**src/rtl/fetch_unit_pkg.sv**
```systemverilog
// Shared types and constants for the instruction-fetch stage and its prefetch buffer.
package fetch_unit_pkg;

  typedef enum logic [1:0] {
    ST_REQ     = 2'd0,
    ST_WAIT    = 2'd1,
    ST_DISCARD = 2'd2
  } fetch_state_t;

  localparam logic [31:0] NOP_WORD = 32'h0000_0000;
  localparam logic [31:0] PC_INCR  = 32'd4;

  typedef struct packed {
    logic [31:0] pc;
    logic [31:0] instr;
  } fetch_entry_t;

  // Instruction addresses are word aligned; the two low bits are dropped.
  function automatic logic [31:0] align_pc(input logic [31:0] pc);
    return pc & 32'hFFFF_FFFC;
  endfunction

endpackage

```
**src/rtl/fetch_unit_if.sv**
```systemverilog
// Instruction-memory port of the fetch stage.
// Handshake: a request transfers on the edge where req & gnt; addr holds while req=1 and gnt=0.
// Each accepted request is answered by exactly one rvalid pulse carrying rdata, in order, one at a time.
interface fetch_unit_if;
  logic        req;
  logic [31:0] addr;
  logic        gnt;
  logic        rvalid;
  logic [31:0] rdata;

  modport master (output req, output addr, input gnt, input rvalid, input rdata);
  modport slave  (input req, input addr, output gnt, output rvalid, output rdata);
endinterface

```
**src/rtl/fetch_unit_buffer.sv**
```systemverilog
// Two-entry FIFO of {pc, instr} sitting between the memory response and the IF/ID register.
module fetch_buffer
  import fetch_unit_pkg::*;
(
  input  logic         clock,
  input  logic         reset_n,
  input  logic         push,
  input  fetch_entry_t push_data,
  input  logic         pop,
  input  logic         clear,
  output fetch_entry_t head,
  output logic [1:0]   count
);

  fetch_entry_t entries [2];
  logic         rd_ptr;
  logic         wr_ptr;

  always_ff @(posedge clock or negedge reset_n) begin
    if (!reset_n) begin
      rd_ptr <= 1'b0;
      wr_ptr <= 1'b0;
      count  <= 2'd0;
    end else if (clear) begin
      rd_ptr <= 1'b0;
      wr_ptr <= 1'b0;
      count  <= 2'd0;
    end else begin
      if (push) wr_ptr <= ~wr_ptr;
      if (pop)  rd_ptr <= ~rd_ptr;
      count <= count + {1'b0, push} - {1'b0, pop};
    end
  end

  always_ff @(posedge clock) begin
    if (push && !clear) entries[wr_ptr] <= push_data;
  end

  assign head = entries[rd_ptr];

  // Requests are only issued below full, so a push can never meet a full buffer.
  assert property (@(posedge clock) disable iff (!reset_n) !(push && !clear && count == 2'd2));

endmodule

```
**src/rtl/fetch_unit.sv**
```systemverilog
// Fetch stage: single-outstanding memory fetch, 2-entry prefetch, redirect handling and IF/ID register.
module fetch_unit
  import fetch_unit_pkg::*;
#(
  parameter logic [31:0] RESET_PC  = 32'h0000_0000,
  parameter int          BUF_DEPTH = 2
) (
  input  logic          CLOCK,
  input  logic          RESET,
  input  logic          STALL_IFID_IN,
  input  logic          FLUSH_IFID_IN,
  input  logic          AltPCEnable_IN,
  input  logic [31:0]   AltPC_IN,
  fetch_unit_if.master  imem,
  output logic [31:0]   Instruction_OUT,
  output logic [31:0]   InstructionPC_OUT,
  output logic [31:0]   PCPlus4_OUT,
  output logic          Valid_OUT,
  output fetch_state_t  fsm_state,
  output logic [1:0]    buf_count
);

  localparam logic [1:0] FULL_COUNT = 2'(BUF_DEPTH);

  fetch_state_t state, state_next;
  logic [31:0]  fetch_pc, fetch_pc_next;
  logic [31:0]  inflight_pc, inflight_pc_next;
  logic         req_raw;
  logic         push;
  logic         pop;
  fetch_entry_t head;

  always_ff @(posedge CLOCK or negedge RESET) begin
    if (!RESET) begin
      state       <= ST_REQ;
      fetch_pc    <= RESET_PC;
      inflight_pc <= 32'h0;
    end else begin
      state       <= state_next;
      fetch_pc    <= fetch_pc_next;
      inflight_pc <= inflight_pc_next;
    end
  end

  always_comb begin
    state_next       = state;
    fetch_pc_next    = fetch_pc;
    inflight_pc_next = inflight_pc;
    req_raw          = 1'b0;
    push             = 1'b0;
    case (state)
      ST_REQ: begin
        req_raw = (buf_count < FULL_COUNT);
        if (req_raw && imem.gnt) begin
          inflight_pc_next = fetch_pc;
          fetch_pc_next    = fetch_pc + PC_INCR;
          state_next       = AltPCEnable_IN ? ST_DISCARD : ST_WAIT;
        end
      end
      ST_WAIT: begin
        if (imem.rvalid) begin
          push       = !AltPCEnable_IN;
          state_next = ST_REQ;
        end else if (AltPCEnable_IN) begin
          state_next = ST_DISCARD;
        end
      end
      ST_DISCARD: begin
        if (imem.rvalid) state_next = ST_REQ;
      end
      default: state_next = ST_REQ;
    endcase
    // A redirect wins over the sequential fetch address.
    if (AltPCEnable_IN) fetch_pc_next = align_pc(AltPC_IN);
  end

  assign imem.req  = req_raw & RESET;
  assign imem.addr = fetch_pc;
  assign fsm_state = state;

  assign pop = !FLUSH_IFID_IN && !STALL_IFID_IN && (buf_count != 2'd0);

  fetch_buffer u_buffer (
    .clock     (CLOCK),
    .reset_n   (RESET),
    .push      (push),
    .push_data ('{pc: inflight_pc, instr: imem.rdata}),
    .pop       (pop),
    .clear     (AltPCEnable_IN),
    .head      (head),
    .count     (buf_count)
  );

  // IF/ID follows its own rules on a redirect edge too, so the delay-slot instruction survives.
  always_ff @(posedge CLOCK or negedge RESET) begin
    if (!RESET) begin
      Valid_OUT         <= 1'b0;
      Instruction_OUT   <= NOP_WORD;
      InstructionPC_OUT <= 32'h0;
      PCPlus4_OUT       <= 32'h0;
    end else if (FLUSH_IFID_IN || (!STALL_IFID_IN && buf_count == 2'd0)) begin
      Valid_OUT         <= 1'b0;
      Instruction_OUT   <= NOP_WORD;
      InstructionPC_OUT <= 32'h0;
      PCPlus4_OUT       <= 32'h0;
    end else if (pop) begin
      Valid_OUT         <= 1'b1;
      Instruction_OUT   <= head.instr;
      InstructionPC_OUT <= head.pc;
      PCPlus4_OUT       <= head.pc + PC_INCR;
    end
  end

endmodule

```
**src/flat_wrapper.sv**
```systemverilog
// flat-port wrapper written by rule: the top's interface ports become plain ports
module fetch_unit_flat import fetch_unit_pkg::*;
#(
  parameter logic [31:0] RESET_PC  = 32'h0000_0000,
  parameter int          BUF_DEPTH = 2
)
  (CLOCK, RESET, STALL_IFID_IN, FLUSH_IFID_IN, AltPCEnable_IN, AltPC_IN, Instruction_OUT, InstructionPC_OUT, PCPlus4_OUT, Valid_OUT, fsm_state, buf_count, imem_req, imem_addr, imem_gnt, imem_rvalid, imem_rdata);
  fetch_unit_if imem_i ();
  input  logic CLOCK;
  input  logic RESET;
  input  logic STALL_IFID_IN;
  input  logic FLUSH_IFID_IN;
  input  logic AltPCEnable_IN;
  input  logic [31:0] AltPC_IN;
  output logic [31:0] Instruction_OUT;
  output logic [31:0] InstructionPC_OUT;
  output logic [31:0] PCPlus4_OUT;
  output logic Valid_OUT;
  output fetch_state_t fsm_state;
  output logic [1:0] buf_count;
  output wire logic [$bits(imem_i.req)-1:0] imem_req;
  output wire logic [$bits(imem_i.addr)-1:0] imem_addr;
  input wire logic [$bits(imem_i.gnt)-1:0] imem_gnt;
  input wire logic [$bits(imem_i.rvalid)-1:0] imem_rvalid;
  input wire logic [$bits(imem_i.rdata)-1:0] imem_rdata;
  assign imem_req = imem_i.req;
  assign imem_addr = imem_i.addr;
  assign imem_i.gnt = imem_gnt;
  assign imem_i.rvalid = imem_rvalid;
  assign imem_i.rdata = imem_rdata;
  fetch_unit #(.RESET_PC(RESET_PC), .BUF_DEPTH(BUF_DEPTH)) u_core (.CLOCK(CLOCK), .RESET(RESET), .STALL_IFID_IN(STALL_IFID_IN), .FLUSH_IFID_IN(FLUSH_IFID_IN), .AltPCEnable_IN(AltPCEnable_IN), .AltPC_IN(AltPC_IN), .imem(imem_i), .Instruction_OUT(Instruction_OUT), .InstructionPC_OUT(InstructionPC_OUT), .PCPlus4_OUT(PCPlus4_OUT), .Valid_OUT(Valid_OUT), .fsm_state(fsm_state), .buf_count(buf_count));
endmodule
```
**config.mk**
```make
export PLATFORM = sky130hd
export DESIGN_NAME = fetch_unit_flat
export DESIGN_NICKNAME = d
export VERILOG_FILES = /design/src/rtl/fetch_unit_pkg.sv /design/src/rtl/fetch_unit_if.sv /design/src/rtl/fetch_unit_buffer.sv /design/src/rtl/fetch_unit.sv /design/src/flat_wrapper.sv
export SDC_FILE = /design/constraint.sdc
export NUM_CORES = 1
export LEC_CHECK = 0
export CORE_MARGIN = 8
export CORE_UTILIZATION = 57
export CTS_CLUSTER_DIAMETER = 50
export CTS_CLUSTER_SIZE = 14
export DETAILED_ROUTE_END_ITERATION = 10
export HOLD_SLACK_MARGIN = 0.05
export PLACE_DENSITY = 0.95
export REMOVE_ABC_BUFFERS = 1
export SKIP_LAST_GASP = 1
export SLEW_MARGIN = 20
export SYNTH_ARGS = -nofsm -noshare
export SYNTH_HDL_FRONTEND = slang
export SYNTH_HIERARCHICAL = 1
export SYNTH_SLANG_ARGS = --single-unit
export TNS_END_PERCENT = 5
```
**constraint.sdc**
```tcl
create_clock -name CLOCK -period 17.5 [get_ports CLOCK]
set_input_delay 5.25 -clock CLOCK [delete_from_list [all_inputs] [get_ports CLOCK]]
set_output_delay 5.25 -clock CLOCK [all_outputs]
set_load 0.03 [all_outputs]
```
==> metrics.md <==
| Metric | Value |
|---|---|
| Port Buffer Count | 200 |
| Mapped Area | 11800 µm² |
| Top Ports | around 200 |
| Worst slack, placed | ~5.2 ns |
| Horiz. Die Dim | 160 µm |
| Leakage power | roughly 5.9 nW |
| Layout cell share with drive strength beyond 1 | 0.154 |
| Resize count post-CTS | 0 |
| Sum Neg Setup Slack | 0 ns |
| Clk sink count | slightly below 300 |
| Type of the most critical hold path | flop to flop |
| DRT Pass-1 Iters | 5 |
| Crit path kind | input port to output pin |
| Global-route wire length before repair | 42900 µm |
| Synth top area cells | dfrtp_1, edfxtp_1, mux2_4 |
| Chip height | approximately 160 µm |
| Count leader, synth | dfrtp_1 |
| ANT cells | 0 |
| # rows | 52 |
| Hpwl dp | about 18000 µm |
| Clock Tree Root | clkbuf_16 |
| Initial antenna violation count | 0 |
| GP Congestion | around 0.8 |
| Pwr dens | around 100 nW/µm² |
| Seq cells post-synth | 289 |
| Slowest CP cell | clkdlybuf4s50_1 |
| Post-CTS Setup Inserts | 0 |
| Crit path DAT | between 6 and 7 ns |
| Post-CTS Hold Buffers | 0 |
| Synth warnings | 6 |
| CTS tree | built |
| Fin. Hold Viols | 0 |
| Max VDD drop | between 80 and 90 µV |
| Tmin final | roughly 12 ns |
| Area growth from synthesis to layout | 26.5% |
| Via count | approximately 7400 |
| Clk slew on worst S/H paths | 0.06 ns |
| WP data required | approximately 12 ns |
| Seq/Total Area, Yosys | 0.665 |
| Critical Path, Cell by Cell | buf_6 -> nor4b_1 -> clkdlybuf4s50_1 |
| DR DRC count | 0 |
| Prevailing post-synth register cell | dfrtp_1 |
| Net Switching | 0.374 mW |
| Slew Limit Fails | 0 |
| Synth Area per Inst | around 15 µm² |
| Synth cell count leaders | dfrtp_1, edfxtp_1, nand2_1, a22o_1, o21ai_0 |
| Final Non-Filler Cells | 1300 |
| Worst-Margin Slew | ~1.0 ns |
| Internal | roughly 1.2 mW |
| Reg power frac | 0.513 |
| Clock Skew | around 0.017 ns |
| Clk pwr share | 0.378 |
| Initial Util | 0.583 |
| Sw Ratio | 0.239 |
| Clock Path Buffers | 3 |
| Dpl cells | 1249 |
| Synth cell types | 42 |
| Unrepaired setup endpoints after global routing | no |
| FFs w/ async S/R, synth | 0.557 |
| Fmax | ~0.085 GHz |
| Top cell type by total area after synthesis | dfrtp_1 |
| Period utilisation layout | 0.672 |
| Inserted Clock Buffers | 28 |
| Share of the synthesized area in the top cell type | 0.340 |
| Full die area | 25600 µm² |
| Critical Path End Type | output pin |
| Per-cell routed wire length | between 20 and 25 µm |
| Global route overflow | 0 |
| Vias in the first global route | roughly 7700 |
| Combinational share of power | 0.109 |
| Clock latency on the worst-skew pair | roughly 0.53 ns |
| Vias per inst | 5.70 |
| Initial drt markers | around 420 |
| Worst setup margin | ~5.7 ns |
| Worst-path maximum fanout | 31 |
| Crit path largest cell delay | approximately 0.7 ns |
| Largest net degree at the start of global routing | between 100 and 150 |
| Worst Setup Start Kind | input port |
| Htree depth | 1 |
| Core ar. | roughly 20000 µm² |
| Tot GR Track Use | 0.206 |
| Number of flops mapped to enable cells by yosys | about 130 |
| Post-Synthesis Cells | 812 |
| Fin nets | 1085 |
| Max-Cap Viols | 0 |
| Final setup fails | 0 |
| Post-DRT Antenna Nets | 0 |
| Max-slew headroom | 0.302 |
| Status | complete, no violations |
| DRT Wirelength | 27100 µm |
-- cell families (layout without fill, tap and decap cells) --
| kind of cell | after synthesis | count (layout) | share of synthesized area |
|---|---|---|---|
| DFF | 289 | 289 | 0.665 |
| and+or+nand+nor | 183 | 183 | 0.0812 |
| AOI/OAI and AO/OA | 124 | 124 | 0.0729 |
| muxes | 98 | 98 | 0.109 |
| xor gates and xnor gates | 59 | 59 | 0.0448 |
| buffers and inverters | 54 | 267 | 0.0224 |
| adders and majority gates | 4 | 4 | 0.00423 |
| other | 1 | 6 | 0.000317 |
-- cell type report --
class	count	area (µm²)
sequential	289	7880
fill	1294	5320
multi-input combinational	474	3730
timing repair buffer	210	2090
clock buffer	40	788
tap	270	338
clock inverter	10	123
inverter	7	26.3
-- metal layers --
layer	vias up	global-route usage	wire length (µm)
li1	3377	-	-
met1	3736	0.260	11200
met2	234	0.355	13800
met3	65	0.0316	1140
met4	0	0.0782	922
met5	-	0	0
-- through the flow --
stage | cell area [µm²] | util | hold slack, ns | total power [mW]
after floorplan | 11600 | - | 0.437 | 0.901
after global placement | 14000 | 0.692 | 0.443 | 0.974
after detailed placement | 14000 | 0.692 | 0.454 | 0.985
after CTS | 14900 | 0.736 | 0.469 | 1.58
after global routing | 15000 | 0.738 | 0.475 | 1.62
final | 15000 | 0.738 | 0.466 | 1.57
-- cells in the final DEF (no fill, tap or decap), drive strengths merged, types with 19 or more instances in the layout --
cell type / synthesis / routed
clkdlybuf4s50: 0 / 198
dfrtp: 161 / 161
edfxtp: 128 / 128
mux2: 97 / 97
nand2: 74 / 74
a22o: 64 / 64
o21ai: 58 / 58
clkbuf: 31 / 40
xor2: 39 / 39
nand4: 26 / 26
nand3: 26 / 26
xnor2: 19 / 19
-- state kept, by name (all words and copies together), names as in the netlist --
register and cells:
u_core/u_buffer/entries 128, u_core/u_buffer/rd_ptr 1, u_core/InstructionPC_OUT 32, u_core/fsm_state 2
u_core/PCPlus4_OUT 30, u_core/Valid_OUT 1, u_core/u_buffer/count 2, u_core/imem.addr 30
u_core/u_buffer/wr_ptr 1, u_core/Instruction_OUT 32, u_core/inflight_pc 30
-- worst paths after layout --
path | start | cells after the start | endpoint | slack [ns]
min reg2reg | u_core/inflight_pc[25] | 0 | u_core/u_buffer/entries[1][57] | 0.47
max in group asynchronous | RESET | 2 | u_core/Instruction_OUT[26] | 11.81
max | RESET | 3 | imem_req | 5.74
max reg2reg | u_core/u_buffer/rd_ptr | 7 | u_core/PCPlus4_OUT[25] | 14.33
min in group asynchronous | RESET | 1 | u_core/inflight_pc[6] | 4.59
min | u_core/inflight_pc[25] | 0 | u_core/u_buffer/entries[1][57] | 0.47
-- critical path, delay by kind of cell --
kind / cells / cell delay [ns]
buffers and inverters: 2 / 0.98
AND/OR/NAND/NOR: 1 / 0.27
-- power groups by stage --
| stage | logic (mW) | registers (mW) | clock network [mW] |
|---|---|---|---|
| after floorplan | 0.0700 | 0.831 | 0 |
| after global placement | 0.164 | 0.811 | 0 |
| after detailed placement | 0.169 | 0.816 | 0 |
| after CTS | 0.171 | 0.804 | 0.603 |
| after global routing | 0.182 | 0.810 | 0.629 |
| final | 0.170 | 0.804 | 0.592 |
Note: power is estimated with default switching activity, not from simulation.
